==> src/rtl/grf_write_arbiter.sv <==
// grf_write_arbiter: merges WB-stage and multi-cycle-unit writes onto one registered GRF write port, WB first.
// Latency: WB 1 cycle; md >= 2 cycles through a 2-entry queue (1 cycle when idle with GRF_ARB_MD_BYPASS_EN).
// Backpressure: WB never stalled; md_ready low and stall_req high while the queue is full.
module grf_write_arbiter (
    input  logic        clk,
    input  logic        reset_n,
    input  logic        wb_we,
    input  logic [4:0]  wb_addr,
    input  logic [31:0] wb_data,
    input  logic        md_valid,
    input  logic [4:0]  md_addr,
    input  logic [31:0] md_data,
    output logic        md_ready,
    output logic        grf_we,
    output logic [4:0]  grf_addr,
    output logic [31:0] grf_data,
    input  logic [4:0]  q_addr1,
    input  logic [4:0]  q_addr2,
    output logic        q_busy,
    output logic        stall_req
);
    typedef struct packed {
        logic [4:0]  addr;
        logic [31:0] dat;
    } wr_t;

    typedef enum logic [1:0] {EMPTY = 2'd0, ONE = 2'd1, FULL = 2'd2} cnt_e;

    cnt_e       cnt_q, cnt_d;
    wr_t        ent0_q, ent0_d, ent1_q, ent1_d;
    wr_t        grf_q, grf_d;
    logic       grf_we_q, grf_we_d;
    logic       wb_vld, md_acc, md_vld, bypass, pop, push, keep0, keep1;
    logic [1:0] n;
    wr_t        md_ent;

    function automatic logic hit(input logic [4:0] a, input logic [4:0] s1, input logic [4:0] s2);
        return (a != 5'd0) && ((a == s1) || (a == s2));
    endfunction

    always_comb begin
        wb_vld   = wb_we && (wb_addr != 5'd0);
        md_ready = (cnt_q != FULL);
        md_acc   = md_valid && md_ready;
        md_vld   = md_acc && (md_addr != 5'd0);
        md_ent   = '{addr: md_addr, dat: md_data};
`ifdef GRF_ARB_MD_BYPASS_EN
        bypass   = md_vld && !wb_vld && (cnt_q == EMPTY);
`else
        bypass   = 1'b0;
`endif
        pop      = !wb_vld && (cnt_q != EMPTY);
        push     = md_vld && !bypass;
        stall_req = (cnt_q == FULL);
        q_busy   = ((cnt_q != EMPTY) && hit(ent0_q.addr, q_addr1, q_addr2)) ||
                   ((cnt_q == FULL)  && hit(ent1_q.addr, q_addr1, q_addr2)) ||
                   (md_acc && hit(md_addr, q_addr1, q_addr2));
    end

    // A WB write to a queued address supersedes the older queued value, so drop it.
    always_comb begin
        keep0  = (cnt_q != EMPTY) && !pop && !(wb_vld && (ent0_q.addr == wb_addr));
        keep1  = (cnt_q == FULL) && !(wb_vld && (ent1_q.addr == wb_addr));
        ent0_d = ent0_q;
        ent1_d = ent1_q;
        n      = 2'd0;
        if (keep0) begin
            n = 2'd1;
        end
        if (keep1) begin
            if (keep0) begin
                ent1_d = ent1_q;
            end else begin
                ent0_d = ent1_q;
            end
            n = n + 2'd1;
        end
        if (push) begin
            if (n == 2'd0) begin
                ent0_d = md_ent;
            end else begin
                ent1_d = md_ent;
            end
            n = n + 2'd1;
        end
        cnt_d = cnt_e'(n);
    end

    always_comb begin
        grf_we_d = 1'b0;
        grf_d    = grf_q;
        if (wb_vld) begin
            grf_we_d = 1'b1;
            grf_d    = '{addr: wb_addr, dat: wb_data};
        end else if (bypass) begin
            grf_we_d = 1'b1;
            grf_d    = md_ent;
        end else if (pop) begin
            grf_we_d = 1'b1;
            grf_d    = ent0_q;
        end
    end

    always_ff @(posedge clk or negedge reset_n) begin
        if (!reset_n) begin
            cnt_q    <= EMPTY;
            ent0_q   <= '0;
            ent1_q   <= '0;
            grf_we_q <= 1'b0;
            grf_q    <= '0;
        end else begin
            cnt_q    <= cnt_d;
            ent0_q   <= ent0_d;
            ent1_q   <= ent1_d;
            grf_we_q <= grf_we_d;
            grf_q    <= grf_d;
        end
    end

    assign grf_we   = grf_we_q;
    assign grf_addr = grf_q.addr;
    assign grf_data = grf_q.dat;
endmodule
==> config.mk <==
export PLATFORM = sky130hd
export DESIGN_NAME = grf_write_arbiter
export DESIGN_NICKNAME = d
export VERILOG_FILES = /design/src/rtl/grf_write_arbiter.sv
export SDC_FILE = /design/constraint.sdc
export NUM_CORES = 1
export LEC_CHECK = 0
export CAP_MARGIN = 10
export CORE_ASPECT_RATIO = 2
export CORE_MARGIN = 1
export CORE_UTILIZATION = 29
export DETAILED_ROUTE_END_ITERATION = 7
export DONT_BUFFER_PORTS = 1
export HOLD_SLACK_MARGIN = 0.12
export SKIP_CTS_REPAIR_TIMING = 1
export SLEW_MARGIN = 20
export SYNTH_ARGS = -nofsm -noshare
export SYNTH_HDL_FRONTEND = slang
export SYNTH_SLANG_ARGS = --single-unit
export TNS_END_PERCENT = 100
==> constraint.sdc <==
create_clock -name clk -period 2.9 [get_ports clk]
set_input_delay 0.58 -clock clk [delete_from_list [all_inputs] [get_ports clk]]
set_output_delay 0.58 -clock clk [all_outputs]
set_load 0.005 [all_outputs]
==> results of run 1 <==
==> layer usage <==
| layer | up-vias | global-route usage | part of all wire |
|---|---|---|---|
| li1 | 2097 | - | - |
| met1 | 2248 | 0.1705 | 0.37 |
| met2 | 155 | 0.3060 | 0.54 |
| met3 | 46 | 0.04678 | 0.051 |
| met4 | 0 | 0.1161 | 0.044 |
| met5 | - | 0 | 0 |
==> where the power goes <==
part	switching (mW)	internal (mW)	leakage, nW
clock network	0.750	1.48	0.304
logic	1.32	1.41	1.31
registers	0.532	2.27	1.37
total	2.60	5.15	2.99
==> layout make-up <==
cell class                 count  area (µm²)
clock inverter                10       156.4
tap                          266       332.8
multi-input combinational    410        3005
antenna                        1       2.502
fill                        2106       13400
clock buffer                  22       464.2
sequential                   114        2853
timing repair buffer          29       305.3
inverter                       9       33.78
==> final timing paths <==
| kind | endpoint | slack, ns | depth (start not counted) |
|---|---|---|---|
| max in group asynchronous | ent0_q[2] | 2.76 | 0 |
| min | grf_data[5] | -0.14 | 0 |
| min reg2reg | ent1_q[15] | 0.51 | 1 |
| max reg2reg | ent0_q[9] | 0.39 | 11 |
| min in group clk | ent1_q[26] | 0.30 | 1 |
| max | q_busy | 0.35 | 4 |
==> cells by family after synthesis <==
kind of cell               after synthesis
AOI/OAI and AO/OA                      191
DFF                                    114
and+or+nand+nor                        102
muxes                                   73
buffers and inverters                   64
xor gates and xnor gates                41
adders and majority gates                3
==> sequential cells by signal, indices dropped and copies added (netlist names) <==
signal    count
ent0_q       37
ent1_q       37
grf_data     32
grf_addr      5
cnt_q         2
grf_we        1
==> per-stage QoR <==
step / worst slack (ns) / std cells / total power [mW]
after floorplan: 0.01916 / 588 / 4.839
after global placement: 0.06651 / 828 / 5.518
after detailed placement: 0.02550 / 828 / 5.579
after CTS: 0.2925 / 860 / 7.852
after global routing: 0.2097 / 860 / 8.245
final: 0.3508 / 861 / 7.755
==> synth_stat cells (all sizes together) <==
cell type    n  area share
dfrtp      114        0.47
nor2        75       0.046
a21oi       72       0.059
a211oi      64       0.078
mux2i       37       0.060
mux2        36       0.077
a21boi      33       0.040
clkbuf      31       0.020
buf         24       0.026
xnor2       23       0.033
xor2        18       0.026
a221oi      10       0.014
inv          9      0.0055
nor3         8      0.0074
nand3        7      0.0057
o21ai        6      0.0074
ha           3      0.0061
nand2        3      0.0018
or4          3      0.0043
a21o         2      0.0025
nor4         2      0.0020
o211ai       2      0.0047
a31oi        1      0.0010
and2         1      0.0010
nand2b       1      0.0010
o221ai       1      0.0014
or2          1      0.0014
or3          1      0.0010
==> summary.txt, run 1 <==
Finish
  – Core Util, Final: 0.3480
  – Final Net Count: 672
  – Commonest cells after routing, fill and taps aside: dfrtp_1, nor2_1, a21oi_1
  – Commonest non-fill, non-tap cell in the layout: dfrtp_1
  – Post-Layout Inst Area: 7153 µm²
  – Area growth from synthesis to layout: 16.77%
  – Share of layout cells above drive strength 1: 0.1801

STA
  – Pins Over Slew Limit: 0
  – Final period util: 0.8790
  – Worst-margin pin slew: 0.7082 ns
  – Worst Hold Slack: -0.1447 ns
  – Normalized max-slew margin: 0.5235
  – FMAX: approximately 390 MHz
  – # setup viols final: 0
  – RSZ-0062 raised after global routing: no
  – Clock Skew: 0.005484 ns
  – Sum Neg Setup Slack: 0 ns
  – Final Hold Viols: between 100 and 150
  – Final worst path period need: 2.549 ns

Pwr
  – Worst vdd ir: roughly 0.52 mV
  – Cell Pwr Density: 1084 nW/µm²
  – Leak: around 3.0 nW

Die
  – Cell row count: between 70 and 80
  – Initial Util: 0.2980
  – Die ar.: between 20000 and 25000 µm²
  – Core area: 20550 µm²
  – Die Wd: 104.8 µm
  – Die height: 207.5 µm
  – Top-Level Pins: 129

Routing
  – DRC: 0
  – DRT Pass-1 Iters: 5
  – Avg Vias per Cell: 5.280
  – Final wirelength: 17590 µm
  – Via Count: 4546
  – DRT antenna net count: 0
  – Initial DRC Count: 224
  – Wire length per cell: 20.43 µm

Synthesis
  – Syn_nets: 679
  – Mux share of post-synthesis cell area: 0.1377
  – Adder-Cell Fraction of Synth Area: 0.006127
  – Syn avg cell area: 10.42 µm²
  – Simple logic cell fraction of the synthesized area: 0.07169
  – Largest family of logic cells by synthesized area: compound AO/OA/AOI/OAI gates
  – Seq/Total Area, Yosys: 0.4657
  – Synth Area in XOR/XNOR: 0.05862
  – Synth warn: 0
  – Post-synth cell types: 39
  – Mapped cell area: 6126 µm²
  – Synth Instances: 588
  – Synth Area in Compound Gates: 0.2089
  – Yosys reg bits: approximately 110

Worst setup path
  – Worst Setup SP: cnt_q[0]
  – CP cell instances: nand2b_2, buf_4, o211ai_4, o211ai_1
  – Buffers & Inverters on Critical Path: 1
  – Startpoint class of the critical path: register
  – Critical-path top delay cell: buf_4
  – Crit path DAT: 1.97 ns
  – CP Capture Type: output port
  – Critical R2R Launch: ent1_q[36]
  – Worst-path fanout max: 39
  – Crit Path Class: register to output port
  – Worst path required time: 2.32 ns
  – Top delay family on crit path: compound AO/OA/AOI/OAI gates
  – Slowest stage delay, CP: between 0.4 and 0.5 ns

Clock network
  – Clock latency on the worst-skew pair: 0.42 ns
  – CTS tree: built
  – Clk sinks: 114
  – Clk Tree Root Cell: clkbuf_16
  – Maximum clock path buffer count: 2
  – CTS clk-pin slew, worst paths: 0.05 ns
  – H-tree Lvls: 4
  – Number of CTS-inserted buffers: 17

Global route
  – Vias in the first global route: roughly 5000
  – GRT overflow: 0
  – Tot GR Track Use: 0.1714
  – First-pass GRT wire length: 27970 µm
  – Initial antenna violation count: 0
  – Largest net degree at the start of global routing: 115

Placed design
  – Post-DP HPWL: 11820 µm
  – RePlAce Congestion: 0.8161
  – IO buf count: 0
  – Placed cell area: ~6500 µm²

Run
  – MaxCap Viol Count: 0

Worst hold path
  – Hold WC Path Type: input pin to async pin

Status
  – Outcome: finished with violations
  – Failing checks: negative hold slack
(Power assumes the default switching activity.)
==> run 2, diff against run 1 <==
--- a/config.mk
+++ b/config.mk
@@ -5,13 +5,14 @@
 export SDC_FILE = /design/constraint.sdc
 export NUM_CORES = 1
 export LEC_CHECK = 0
-export CAP_MARGIN = 10
+export CAP_MARGIN = 15
 export CORE_ASPECT_RATIO = 2
 export CORE_MARGIN = 1
 export CORE_UTILIZATION = 29
 export DETAILED_ROUTE_END_ITERATION = 7
 export DONT_BUFFER_PORTS = 1
 export HOLD_SLACK_MARGIN = 0.12
+export PLACE_DENSITY = 0.42
 export SKIP_CTS_REPAIR_TIMING = 1
 export SLEW_MARGIN = 20
 export SYNTH_ARGS = -nofsm -noshare
==> run 2 against run 1 <==
  * The flow still finishes with violations (negative hold slack)
  * Final cell count fell by 0.23%
  * Die area is the same
  * Flip-flop and latch count is the same
  * Clock power up 5%
  * Sequential share of layout area grew 0.091 points
  * Combinational power hardly changed
==> summary.txt, run 2 (synthesis results as in run 1) <==
Routing
  – Wire length per cell: 22.11 µm (+8.2%)
  – Via Count: 4625 (+1.7%)
  – DRT Pass-1 Iters: 4 (-1)
  – DRT antenna net count: 0 (unchanged)
  – Avg Vias per Cell: 5.384 (+2.0%)
  – Final wirelength: 18990 µm (+8.0%)
  – Initial DRC Count: 201 (-10%)
  – DRC: 0 (unchanged)

Clock network
  – CTS tree: built
  – H-tree Lvls: 4 (unchanged)
  – CTS clk-pin slew, worst paths: 0.06 ns (about the same)
  – Number of CTS-inserted buffers: 17 (unchanged)
  – Clock latency on the worst-skew pair: 0.41 ns (about the same)
  – Clk sinks: 114 (unchanged)
  – Maximum clock path buffer count: 2 (unchanged)
  – Clk Tree Root Cell: clkbuf_16

Global route
  – Tot GR Track Use: 0.1819 (+0.01052)
  – Vias in the first global route: 5101 (+2.7%)
  – GRT overflow: 0 (unchanged)
  – Initial antenna violation count: 0 (unchanged)
  – Largest net degree at the start of global routing: 115 (unchanged)
  – First-pass GRT wire length: 30060 µm (+7.5%)

Die
  – Die Wd: 104.8 µm (unchanged)
  – Core area: 20550 µm² (unchanged)
  – Initial Util: 0.2980 (unchanged)
  – Die ar.: 21740 µm² (unchanged)
  – Die height: 207.5 µm (unchanged)
  – Cell row count: 74 (unchanged)
  – Top-Level Pins: 129 (unchanged)

Worst setup path
  – CP cell instances: xor2_1, nor3_1, nand3_2, o21ai_2, ha_2, and2_1, a21boi_4, buf_4, a21oi_1, a21boi_1, a211oi_1
  – Top delay family on crit path: compound AO/OA/AOI/OAI gates
  – Buffers & Inverters on Critical Path: 1 (unchanged)
  – Worst path required time: 3.21 ns (+0.89 ns)
  – Startpoint class of the critical path: register
  – Crit Path Class: register to register
  – Crit path DAT: 2.94 ns (+0.97 ns)
  – Slowest stage delay, CP: 0.49 ns (+0.02 ns)
  – Worst-path fanout max: 9 (-77%)
  – Critical-path top delay cell: dfrtp_1
  – CP Capture Type: register

Pwr
  – Leak: 2.959 nW (-0.90%)
  – Clk pwr share: 0.297 (+0.010)
  – Sw Share: 0.3418 (+0.006348)
  – Worst vdd ir: 0.4110 mV (-21%)
  – Cell Pwr Density: 1105 nW/µm² (+2.0%)
  – Logic pwr share: 0.345 (-0.007)
  – Int Power: 5.193 mW (+0.75%)
  – P_sw: 2.696 mW (+3.6%)
  – Sequential Power Share: 0.358 (-0.003)

STA
  – # setup viols final: 0 (unchanged)
  – Final period util: 0.9065 (+0.02744)
  – Worst Hold Slack: -0.1275 ns (+0.01717 ns)
  – Sum Neg Setup Slack: 0 ns (unchanged)
  – Clock Skew: 0.009096 ns (+0.003612 ns)
  – Normalized max-slew margin: 0.5284 (+0.004927)
  – Pins Over Slew Limit: 0 (unchanged)
  – Worst-margin pin slew: 0.7073 ns (-0.0008596 ns)
  – FMAX: 380.4 MHz (-3.0%)
  – RSZ-0062 raised after global routing: no
  – Final Hold Viols: 114 (unchanged)
  – Final worst path period need: 2.629 ns (+0.07959 ns)

Finish
  – Filler cells: 2103 (-0.14%)
  – Final Net Count: 671 (-0.15%)
  – Post-Layout Inst Area: 7137 µm² (-0.23%)
  – Area growth from synthesis to layout: 16.50%
  – Commonest cells after routing, fill and taps aside: dfrtp_1, nor2_1, a21oi_1
  – Commonest non-fill, non-tap cell in the layout: dfrtp_1
  – N_diodes: 0 (-1)
  – Share of layout cells above drive strength 1: 0.1821 (+0.001990)

Placed design
  – Placed cell area: 6485 µm² (-0.69%)
  – IO buf count: 0 (unchanged)
  – Post-DP HPWL: 12730 µm (+7.7%)
  – RePlAce Congestion: 0.8147 (-0.17%)

Status
  – Outcome: finished with violations
  – Failing checks: negative hold slack

Worst hold path
  – Hold WC Path Type: input pin to async pin

Run
  – MaxCap Viol Count: 0 (unchanged)
-- run 2: cell types whose count changed in the layout (fill, tap and decap cells not counted), sizes merged --
| cell | before | now |
|---|---|---|
| bufinv | 4 | 5 |
| clkbuf | 22 | 19 |
| clkinv | 5 | 2 |
| diode | 1 | 0 |
| buf | 29 | 28 |
| clkinvlp | 1 | 6 |
-- run 2: final timing paths --
check                       startpoint  cells after the start         end  slack, ns
min                            reset_n                      0  ent1_q[34]      -0.13
max reg2reg                 ent1_q[36]                     11   ent0_q[7]       0.27
max in group asynchronous      reset_n                      0  ent1_q[26]       2.79
min reg2reg                 ent1_q[19]                      1  ent1_q[19]       0.51
max                         ent1_q[36]                     11   ent0_q[7]       0.27
min in group clk           md_data[16]                      1  ent1_q[16]       0.31
-- run 2: layout make-up --
cell class,count,area [µm²],share of cell area
Clock inverter,13,209.0,0.02928
Inverter,9,33.78,0.004734
Clock buffer,19,442.9,0.06206
Timing Repair Buffer,28,260.3,0.03647
Multi-Input combinational cell,410,3005,0.4211
Tap cell,266,332.8,0.04663
Sequential cell,114,2853,0.3997
-- run 2: layer usage --
| metal | vias up | wire, µm | global-route usage |
|---|---|---|---|
| met4 | 0 | 331 | 0.07042 |
| met1 | 2369 | 6945 | 0.1888 |
| met5 | - | 0 | 0 |
| li1 | 2099 | - | - |
| met2 | 136 | 10730 | 0.3453 |
| met3 | 21 | 984 | 0.04333 |
-- run 2: power by group through the flow --
stage | Combinational (mW) | Clock (mW) | Sequential (mW)
floorplan | 2.25 | 0 | 2.59
global placement | 2.68 | 0 | 2.85
detailed placement | 2.76 | 0 | 2.86
CTS | 2.76 | 2.40 | 2.85
global route | 3.01 | 2.46 | 2.92
finish | 2.72 | 2.34 | 2.83
-- run 2: per-stage QoR --
| step | worst slack (ns) | utilization | power (mW) | hold WS (ns) | std cells |
|---|---|---|---|---|---|
| 5_1_grt | 0.01779 | 0.3472 | 8.382 | -0.1512 | 859 |
| 6_report | 0.2712 | 0.3472 | 7.889 | -0.1275 | 859 |
| 3_5_place_dp | -0.04634 | 0.3155 | 5.619 | 0.2920 | 827 |
| 3_3_place_gp | 0.0005342 | 0.3155 | 5.527 | 0.2892 | 827 |
| 4_1_cts | 0.2251 | 0.3472 | 8.005 | -0.1506 | 859 |
| 2_1_floorplan | 0.01916 | - | 4.839 | 0.2844 | 588 |
==> run 3, diff against run 2 <==
--- a/config.mk
+++ b/config.mk
@@ -12,7 +12,7 @@
 export DETAILED_ROUTE_END_ITERATION = 7
 export DONT_BUFFER_PORTS = 1
 export HOLD_SLACK_MARGIN = 0.12
-export PLACE_DENSITY = 0.42
+export PLACE_DENSITY = 0.4
 export SKIP_CTS_REPAIR_TIMING = 1
 export SLEW_MARGIN = 20
 export SYNTH_ARGS = -nofsm -noshare
==> run 3 against run 2 <==
  * Final cell count grew 0.23%
  * Critical path type is now register to output port
  * Design area hardly changed
  * Highest routed layer unchanged
  * Via count is 0.41% lower
  * Wire length decreased by 0.70%
  * Sequential share of layout area hardly changed
  * The run still ends with negative hold slack left
==> summary.txt, run 3 (synthesis results as in run 1) <==
STA
  – Worst-margin pin slew: 0.7123 ns (+0.004958 ns)
  – Normalized max-slew margin: 0.5251 (-0.003305)
  – # setup viols final: 0 (unchanged)
  – FMAX: 388.5 MHz (+2.1%)
  – Sum Neg Setup Slack: 0 ns (unchanged)
  – Clock Skew: 0.006854 ns (-0.002241 ns)
  – Final worst path period need: 2.574 ns (-0.05500 ns)
  – RSZ-0062 raised after global routing: no
  – Worst Hold Slack: -0.1420 ns (-0.01443 ns)
  – Pins Over Slew Limit: 0 (unchanged)
  – Final worst slack: 0.3262 ns (+0.05500 ns)
  – Final Hold Viols: 114 (unchanged)
  – Final period util: 0.8875 (-0.01896)

Routing
  – Via Count: 4606 (-0.41%)
  – Avg Vias per Cell: 5.350 (-0.64%)
  – DRT Pass-1 Iters: 4 (unchanged)
  – DRC: 0 (unchanged)
  – Initial DRC Count: 223 (+11%)
  – Final wirelength: 18860 µm (-0.70%)
  – Wire length per cell: 21.90 µm (-0.93%)
  – DRT antenna net count: 0 (unchanged)

Pwr
  – Cell Pwr Density: 1074 nW/µm² (-2.8%)
  – Worst vdd ir: 0.4445 mV (+8.1%)
  – Leak: 2.960 nW (about the same)

Global route
  – Largest net degree at the start of global routing: 115 (unchanged)
  – First-pass GRT wire length: 30100 µm (+0.16%)
  – GRT overflow: 0 (unchanged)
  – Vias in the first global route: 4959 (-2.8%)
  – Initial antenna violation count: 1 (+1)
  – Tot GR Track Use: 0.1825 (+0.0005848)

Clock network
  – Clk sinks: 114 (unchanged)
  – Maximum clock path buffer count: 2 (unchanged)
  – CTS tree: built
  – H-tree Lvls: 4 (unchanged)
  – Number of CTS-inserted buffers: 17 (unchanged)
  – Clock latency on the worst-skew pair: 0.42 ns (about the same)
  – CTS clk-pin slew, worst paths: 0.06 ns (about the same)
  – Clk Tree Root Cell: clkbuf_16

Finish
  – Commonest cells after routing, fill and taps aside: dfrtp_1, nor2_1, a21oi_1
  – Final Net Count: 672 (+0.15%)
  – Post-Layout Inst Area: 7138 µm² (about the same)
  – Share of layout cells above drive strength 1: 0.1835 (+0.001377)
  – Commonest non-fill, non-tap cell in the layout: dfrtp_1
  – Core Util, Final: 0.3473 (about the same)
  – Area growth from synthesis to layout: 16.52% (about the same)

Worst hold path
  – Hold WC Path Type: input pin to async pin

Placed design
  – IO buf count: 0 (unchanged)
  – RePlAce Congestion: 0.7933 (-2.6%)
  – Placed cell area: 6555 µm² (+1.1%)
  – Pre-CTS setup slack: 0.01421 ns (+0.06055 ns)
  – Post-DP HPWL: 12120 µm (-4.8%)

Worst setup path
  – Buffers & Inverters on Critical Path: 2 (+1)
  – Startpoint class of the critical path: register
  – CP cell instances: nand2b_2, inv_2, buf_4, o221ai_1, o211ai_1
  – Worst path required time: 2.32 ns (-0.89 ns)
  – Crit Path Class: register to output port
  – CP Capture Type: output port
  – Crit path DAT: 1.99 ns (-0.95 ns)
  – Worst-path fanout max: 40 (+31)
  – Slowest stage delay, CP: 0.48 ns (about the same)
  – Critical-path top delay cell: buf_4
  – Top delay family on crit path: buffers and inverters

Die
  – Core area: 20550 µm² (unchanged)
  – Die Wd: 104.8 µm (unchanged)
  – Die ar.: 21740 µm² (unchanged)
  – Initial Util: 0.2980 (unchanged)
  – Die height: 207.5 µm (unchanged)
  – Top-Level Pins: 129 (unchanged)
  – Cell row count: 74 (unchanged)

Status
  – Outcome: finished with violations
  – Failing checks: negative hold slack

Run
  – MaxCap Viol Count: 0 (unchanged)
[run 3: cell types whose count changed in the layout (fill, tap and decap cells not counted), sizes merged]
cell and change:
diode +1, buf +1, clkinv +3, bufinv -3
[run 3: final cells by class]
type / count / area (µm²)
sequential: 114 / 2853
antenna: 1 / 2.502
clock inverter: 13 / 137.6
multi-input combinational: 410 / 3005
timing repair buffer: 29 / 330.3
inverter: 9 / 33.78
tap: 266 / 332.8
clock buffer: 19 / 442.9
fill: 2093 / 13420
[run 3: through the flow]
step,hold slack (ns),instances,power (mW)
finish,-0.1420,861,7.666
detailed placement,0.2911,828,5.652
floorplan,0.2844,588,4.839
global placement,0.2908,828,5.590
CTS,-0.1594,860,7.781
global route,-0.1737,861,8.182
[run 3: layer usage]
metal  wire length (µm)  up-vias  track usage  part of all wire
met1               7414     2326       0.2082              0.39
met2               9968      138       0.3199              0.53
met4                459        0      0.07722             0.024
met5                  0        -            0                 0
li1                   -     2107            -                 -
met3               1015       35      0.04584             0.054
[run 3: worst reg2reg max path, stage by stage, from the launching register on]
cell	delay (ns)
dfrtp_1	0.40
xor2_1	0.15
nor3_1	0.24
nand3_2	0.13
o21ai_2	0.18
ha_2	0.20
and2_1	0.15
a21boi_4	0.25
buf_12	0.19
a21oi_1	0.08
a21boi_1	0.15
a211oi_1	0.24
[run 3: path summary, 6_finish.rpt]
kind,slack (ns),cells past startpoint,start,endpoint
worst max-delay path,0.33,5,cnt_q[0],q_busy
worst min-delay path,-0.14,0,reset_n,ent1_q[24]
worst max register to register,0.43,11,ent1_q[32],ent0_q[4]
worst min register to register,0.50,1,ent1_q[6],ent1_q[6]
max in group asynchronous,2.83,0,reset_n,ent0_q[33]
min in group clk,0.31,1,md_data[13],ent1_q[13]
[run 3: power breakdown]
part	switching [mW]	leakage, nW	internal, mW
sequential	0.534	1.37	2.27
clock	0.798	0.267	1.28
combinational	1.36	1.32	1.43
